[src/rtl/aux_display_reader.sv]
// aux_display_reader: reads aux display memory during the active frame and
// streams each word as hex nibbles (MS first) over a valid/ready handshake.
// Latency: first digit valid 3 cycles after v_sync_in is first sampled high;
// then one nibble per cycle while ready, plus 2 overhead cycles per entry.
// Backpressure: digit_out/last/index hold while valid & !ready; valid drops
// only after a transfer, on blanking (v_sync_in low) or on reset.
//
// Ports:
//   clock_in, reset_in (async active-low), v_sync_in (low = blanking)
//   aux_data_in / aux_raddress_out : aux memory read port (1-cycle latency)
//   digit_out, digit_valid_out, digit_ready_in, digit_last_out : nibble stream
//   entry_index_out : entry being emitted; frame_done_out : frame finished
//
// Optional feature macro: AUX_READER_ZERO_SUPPRESS_EN (skip leading zero
// nibbles of each entry; an all-zero word still emits a single 0).

module aux_display_reader #(
  parameter int DATA_WIDTH        = 16,
  parameter int AUX_ADDRESS_WIDTH = 5,
  parameter int AUX_ELEMENTS      = 10
) (
  input  logic                         clock_in,
  input  logic                         reset_in,
  input  logic                         v_sync_in,
  input  logic [DATA_WIDTH-1:0]        aux_data_in,
  output logic [AUX_ADDRESS_WIDTH-1:0] aux_raddress_out,
  output logic [3:0]                   digit_out,
  output logic                         digit_valid_out,
  input  logic                         digit_ready_in,
  output logic                         digit_last_out,
  output logic [AUX_ADDRESS_WIDTH-1:0] entry_index_out,
  output logic                         frame_done_out
);

  localparam int NIBBLES = DATA_WIDTH / 4;
  localparam int CW      = (NIBBLES > 1) ? $clog2(NIBBLES) : 1;
  localparam logic [CW-1:0] LAST_CNT = CW'(NIBBLES - 1);
  localparam logic [AUX_ADDRESS_WIDTH-1:0] LAST_IDX = AUX_ADDRESS_WIDTH'(AUX_ELEMENTS - 1);

  localparam logic [2:0] S_IDLE  = 3'd0;
  localparam logic [2:0] S_ADDR  = 3'd1;
  localparam logic [2:0] S_LOAD  = 3'd2;
  localparam logic [2:0] S_SHIFT = 3'd3;
  localparam logic [2:0] S_DONE  = 3'd4;

  logic [2:0]                   state;
  logic [DATA_WIDTH-1:0]        shift_reg;
  logic [CW-1:0]                count;
  logic [AUX_ADDRESS_WIDTH-1:0] index;

  // Word and starting nibble count as captured in LOAD.
  logic [DATA_WIDTH-1:0] load_data;
  logic [CW-1:0]         load_count;

`ifdef AUX_READER_ZERO_SUPPRESS_EN
  logic zero_run;

  // Count leading zero nibbles, never skipping the final nibble, so an
  // all-zero word still produces one '0' digit flagged as last.
  always_comb begin
    load_count = '0;
    zero_run   = 1'b1;
    for (int i = 0; i < NIBBLES - 1; i++) begin
      if (zero_run && (aux_data_in[DATA_WIDTH-1-4*i -: 4] == 4'h0)) begin
        load_count = load_count + CW'(1);
      end else begin
        zero_run = 1'b0;
      end
    end
    load_data = aux_data_in << (4 * load_count);
  end
`else
  assign load_data  = aux_data_in;
  assign load_count = '0;
`endif

  assign digit_out       = shift_reg[DATA_WIDTH-1 -: 4];
  assign entry_index_out = index;

  always_ff @(posedge clock_in or negedge reset_in) begin
    if (!reset_in) begin
      state            <= S_IDLE;
      shift_reg        <= '0;
      count            <= '0;
      index            <= '0;
      aux_raddress_out <= '0;
      digit_valid_out  <= 1'b0;
      digit_last_out   <= 1'b0;
      frame_done_out   <= 1'b0;
    end else if (!v_sync_in) begin
      // Blanking wins over everything, including a pending handshake:
      // the writer owns the memory, so any nibble in flight is dropped.
      state            <= S_IDLE;
      index            <= '0;
      aux_raddress_out <= '0;
      digit_valid_out  <= 1'b0;
      digit_last_out   <= 1'b0;
      frame_done_out   <= 1'b0;
    end else begin
      case (state)
        S_IDLE: begin
          // Address is presented on entry to ADDR so the read data is
          // available by the time LOAD captures it.
          aux_raddress_out <= '0;
          state            <= S_ADDR;
        end
        S_ADDR: begin
          state <= S_LOAD;
        end
        S_LOAD: begin
          shift_reg       <= load_data;
          count           <= load_count;
          digit_last_out  <= (load_count == LAST_CNT);
          digit_valid_out <= 1'b1;
          state           <= S_SHIFT;
        end
        S_SHIFT: begin
          if (digit_valid_out && digit_ready_in) begin
            shift_reg <= shift_reg << 4;
            count     <= count + CW'(1);
            if (digit_last_out) begin
              digit_valid_out <= 1'b0;
              digit_last_out  <= 1'b0;
              if (index == LAST_IDX) begin
                state <= S_DONE;
              end else begin
                index            <= index + AUX_ADDRESS_WIDTH'(1);
                aux_raddress_out <= index + AUX_ADDRESS_WIDTH'(1);
                state            <= S_ADDR;
              end
            end else begin
              digit_last_out <= ((count + CW'(1)) == LAST_CNT);
            end
          end
        end
        S_DONE: begin
          // Stay here until blanking; no wrap back to entry 0.
          frame_done_out  <= 1'b1;
          digit_valid_out <= 1'b0;
        end
        default: begin
          state <= S_IDLE;
        end
      endcase
    end
  end

endmodule

[config.mk]
export PLATFORM = sky130hd
export DESIGN_NAME = aux_display_reader
export DESIGN_NICKNAME = d
export VERILOG_FILES = /design/src/rtl/aux_display_reader.sv
export SDC_FILE = /design/constraint.sdc
export NUM_CORES = 1
export LEC_CHECK = 0
export BUFFER_PORTS_ARGS = -buffer_cell sky130_fd_sc_hd__buf_2
export CAP_MARGIN = 5
export CORE_MARGIN = 10
export CORE_UTILIZATION = 34
export DETAILED_ROUTE_END_ITERATION = 12
export GPL_TIMING_DRIVEN = 0
export PLACE_DENSITY = 0.67
export SYNTH_ARGS = -nofsm -noshare
export SYNTH_HDL_FRONTEND = slang
export SYNTH_SLANG_ARGS = --single-unit
[constraint.sdc]
create_clock -name clock_in -period 1.5 [get_ports clock_in]
set_input_delay 0.075 -clock clock_in [delete_from_list [all_inputs] [get_ports clock_in]]
set_output_delay 0.075 -clock clock_in [all_outputs]
set_load 0.02 [all_outputs]
Word level (Yosys, flattened, before mapping) --
Index checks and enable logic that the tools add are counted.
Storage, ports and cells: input port bits 20, flip-flop bits (word level) 34, output and inout bits 17, logic and storage cells 64
Cells by class: add/sub/neg operators 2, equal/unequal tests 19, reduce and logical (&&, ||, !) cells 9, muxes and demuxes 26
Operators by type and width (count):
- one-hot mux 16 bit (2 select lines) | 1
- 2-to-1 mux 5 bit | 6
- 2-to-1 mux 16 bit | 1
- one-hot mux 3 bit (5 select lines) | 1
- 2-to-1 mux 3 bit | 4
- one-hot mux 5 bit (2 select lines) | 1
- != test 3 bit (second input constant) | 3
- AND reduction 3 bit | 3
- 2-to-1 mux 1 bit | 8
- != test 2 x 1 -> 1 bit (second input constant) | 4
- AND reduction 4 bit | 2
- == test 3 x 2 -> 1 bit (second input constant) | 2
- != test 2 bit (second input constant) | 3
- != test 3 x 1 -> 1 bit (second input constant) | 2
- adder 5 x 1 -> 5 bit (second input constant) | 1
- == test 5 x 4 -> 1 bit (second input constant) | 1
- != test 4 x 1 -> 1 bit (second input constant) | 1
- one-hot mux 2 bit (2 select lines) | 1
- == test 3 x 1 -> 1 bit (second input constant) | 1
- == test 3 bit (second input constant) | 1
- zero test 3 bit | 1
- one-hot mux 1 bit (3 select lines) | 1
- adder 2 x 1 -> 2 bit (second input constant) | 1
- == test 2 bit (second input constant) | 1
- other kinds (5) | 5

Longest topological paths before layout --
depth after elaboration 6, gate-level depth with buffers 6, gate-level depth less buffers 6

Least setup slack after synthesis --
Ideal clock, no wire load.
kind register to register, start point register index[1], in the netlist entry_index_out[1], end point register aux_raddress_out[0], setup time 0.083 ns, path slack -0.144 ns, stages on the path, launching flop included 6, required time 1.417 ns, buffers on the path 0, period minus slack after synthesis 1.644 ns, arrival time 1.561 ns, cell sequence dfrtp_1 -> inv_1 -> ha_1 -> and4bb_2 -> or4_4 -> o22ai_1
Between the ends: cells in the longest elaborated chain, start to end 3
RTL lines:
- start, declared | RTL line 49 | logic [AUX_ADDRESS_WIDTH-1:0] index;
- start signal, assigned | RTL line 127 | index <= index + AUX_ADDRESS_WIDTH'(1);
- == test 5 x 4 -> 1 bit | RTL line 124 | if (index == LAST_IDX) begin
- != test 3 bit (no line)
- AND reduction 4 bit (no line)
- end signal, assigned | RTL line 128 | aux_raddress_out <= index + AUX_ADDRESS_WIDTH'(1);
- end, declared | RTL line 26 | output logic [AUX_ADDRESS_WIDTH-1:0] aux_raddress_out,
No other way between the ends. A chain may end at the register's enable or synchronous reset.

Final worst setup path --
start point register index[0], in the netlist entry_index_out[0], end point register index[0], in the netlist entry_index_out[0]
Between the ends: cells in the longest elaborated chain, start to end 6, elaborated cells between the ends (all ways) 9, classes of those cells add/sub (1); eq/ne (2); mux (5); reduce/logical (1)
RTL lines:
- adder 5 x 1 -> 5 bit | RTL line 127
- 2-to-1 mux 5 bit | RTL line 124
- 2-to-1 mux 5 bit | RTL line 121 | if (digit_last_out) begin
- 2-to-1 mux 5 bit | RTL line 118 | if (digit_valid_out && digit_ready_in) begin
- 2-to-1 mux 5 bit | RTL line 100 | case (state)
- 2-to-1 mux 5 bit | RTL line 90 | end else if (!v_sync_in) begin
Several ways; a longest one is shown, not always the timed one. The select of a mux whose other input is x is not followed.

==> results.toml <==
[run_status]
outcome = "complete, but fails checks"
violations = "negative setup slack"

[clock_tree]
clock_tree.root_cell = "clkbuf_8"
clockBufferDepth = 2
path_clk_slew_ns = 0.07
clkSinkCount = 34
insertion_delay_ns = 0.28
numCtsBuffers = 5
htreeDepth = 2
cts_tree = "yes"

[sta]
tightest_slew_ns = 0.747
fin_crit_ns = 1.54
fmax_ghz = 0.647
hold_viol_final = 0
finalSetupViolations = 4
period_share = 1.03
relSlewSlack = 0.502
fin_skew_ns = 0.00651
rsz0062_at_grt = "yes"
slew_viol_final = 0
postLayoutSetupSlackWorst_ns = -0.0446

[worst_setup_path]
slowest_stage = "or4_4"
crit_chain = "ha_4 > and4bb_4 > or4_4 > o22ai_2"
start_kind = "register"
required_ns = 1.70
arrival_ns = 1.75
cp_num_buf_inv = 0
max_stage_delay_ns = 0.47
critPathTopFamily = "simple AND/OR/NAND/NOR gates"
critPathKind = "reg2reg"
path_max_fanout = 5
endpoint_kind = "register"

[global_route]
grt_busiest_layer = "met2"
grt_start_max_net_pins = 35
track_usage = 0.0978
overflow = 0
grtUsageMet2 = 0.145
met3_usage = 0.0399
grt_pass1_wl_um = 6460
grtUsageMet1 = 0.116
antenna_found_initial = 0
grt_pass1_vias = 1339

[finish]
syn2layout_area_growth_pct = 34.2
largest_register_ffs = 16
final_util = 0.472
drive_above_1_share = 0.372
fillerInstances = 460
nNetsFinal = 241
antenna_cells = 0

[placed_design]
gp_congestion = 0.845
place_ws_ns = -0.252
port_buffers = 36
dpl.hpwl_um = 2820

[pwr]
power_switching_w = 0.000599
p_leak_nw = 1.11
switching_share = 0.275
internal_power_w = 0.00158
vdd_drop_max_uv = 478
combPwrFrac = 0.194
clockPowerShare = 0.289
seqPwrFrac = 0.516
powerDensity_nw_per_um2 = 977

[floorplan]
io_pins = 37
die_width_um = 89.9
start_util = 0.352
chipHeight_um = 89.9
dieArea_um2 = 8080
core_um2 = 4720
rows = 25

[yosys]
syn_inst = 160
seq_area_frac_synth = 0.512
yosysTopAreaCell = "dfrtp_1"
yosys_register_bits = 34
synth_fp_nets = 183
synth_cell_types = 34
syn-mean-instance-area_um2 = 10.4
synth.top_cell.area_share = 0.512
yosys_warnings = 0
synth_area_leaders = "dfrtp_1 51%, mux2i_1 7.2%, o21ai_0 5.4%"
synth_area_um2 = 1660

[route]
ant_nets = 0
num_vias = 1357
drc_errors = 0
viasPerCell = 4.76
wl_um = 3960
drt_iter0_markers = 66
firstDrtPassIters = 4
avgRoutedWirePerCell_um = 13.9

[run]
drv_cap = 0

[hold_path]
hp-class = "in2reg"
[stage by stage]
step | TNS, ns | cells | hold WS [ns] | power, W | instance area [um^2]
after global placement | -1.73 | 263 | 0.188 | 0.00152 | 1940
after global routing | -0.513 | 285 | 0.0991 | 0.00230 | 2230
after floorplan | -0.203 | 160 | -0.221 | 0.00141 | 1680
after CTS | -0.238 | 279 | 0.0773 | 0.00218 | 2120
final | -0.131 | 285 | 0.0738 | 0.00218 | 2230
after detailed placement | -2.03 | 263 | 0.194 | 0.00154 | 1940
[path summary, 6_finish.rpt]
kind	from	endpoint	slack [ns]	depth (start not counted)
worst min-delay path	aux_data_in[7]	shift_reg[7]	0.07	3
worst max register to register	entry_index_out[0]	entry_index_out[0]	-0.04	4
worst min register to register	shift_reg[4]	shift_reg[4]	0.48	2
worst max-delay path	entry_index_out[0]	entry_index_out[0]	-0.04	4
min in group asynchronous	reset_in	frame_done_out	0.38	2
max in group asynchronous	reset_in	entry_index_out[0]	0.58	2
[what timing repair did]
action,4_1_cts,5_1_grt
setup endpoints to repair,26,28
hold endpoints to repair,38,0
pin swaps,0,4
buffers inserted,4,6
resized for setup,7,13
hold buffers,5,0
[logic make-up (layout without fill, tap and decap cells)]
| logic type | after synthesis | in the layout | share of synthesized area |
|---|---|---|---|
| flops | 34 | 34 | 0.512 |
| fa+ha+maj | 3 | 3 | 0.0226 |
| simple gates | 46 | 46 | 0.148 |
| mux | 12 | 12 | 0.0723 |
| buf+inv | 19 | 77 | 0.0633 |
| xor+xnor | 5 | 5 | 0.0264 |
| compound gates | 41 | 41 | 0.155 |
[synth_stat cells (all sizes together)]
cell,instances
nor3,2
o22ai,5
and4bb,1
o31ai,1
nor4,1
a21oi,3
nor4b,1
nor2,9
clkbuf,3
mux2i,12
nand3,5
a21o,2
nand2,19
dfrtp,34
o21ai,18
nand4bb,1
a21bo,1
xnor2,3
ha,3
a22oi,1
nand3b,2
a22o,5
a31oi,2
nand2b,2
a221oi,2
or4,2
and4,1
inv,8
buf,8
a211oi,1
xor2,2
[final cells by class]
type	instances	area, um^2	area share
Inverter	8	30.0	0.0135
Multi-Input combinational cell	107	797	0.357
Buffer	11	82.6	0.0370
Clock buffer	7	76.3	0.0342
Tap cell	67	83.8	0.0376
Sequential cell	34	855	0.383
Timing Repair Buffer	51	305	0.137
[cells in the final DEF, fill, tap and decap left out, drive strengths merged, types with 3 or more instances in the layout]
master | synthesis | final
a21oi | 3 | 3
a22o | 5 | 5
buf | 8 | 55
clkbuf | 3 | 9
dfrtp | 34 | 34
dlygate4sd3 | 0 | 5
ha | 3 | 3
inv | 8 | 8
mux2i | 12 | 12
nand2 | 19 | 19
nand3 | 5 | 5
nor2 | 9 | 9
o21ai | 18 | 18
o22ai | 5 | 5
xnor2 | 3 | 3
[layer usage]
layer  up-vias  part of all wire
met5         -                 0
met4         0             0.023
met3         5             0.057
met2        32              0.46
met1       640              0.46
li1        680                 -
[worst register-to-register path: stages, from the launching register on]
cell and delay [ns]:
dfrtp_2 0.43, ha_4 0.18, and4bb_4 0.23, or4_4 0.47
o22ai_2 0.15
[power groups by stage]
stage,clock (W),combinational (W),sequential (W)
3_5_place_dp,0,0.000399,0.00114
4_1_cts,0.000643,0.000414,0.00113
5_1_grt,0.000681,0.000479,0.00114
6_report,0.000631,0.000423,0.00112
3_3_place_gp,0,0.000386,0.00113
2_1_floorplan,0,0.000280,0.00113
No activity file was read; power rests on OpenSTA's default activity.
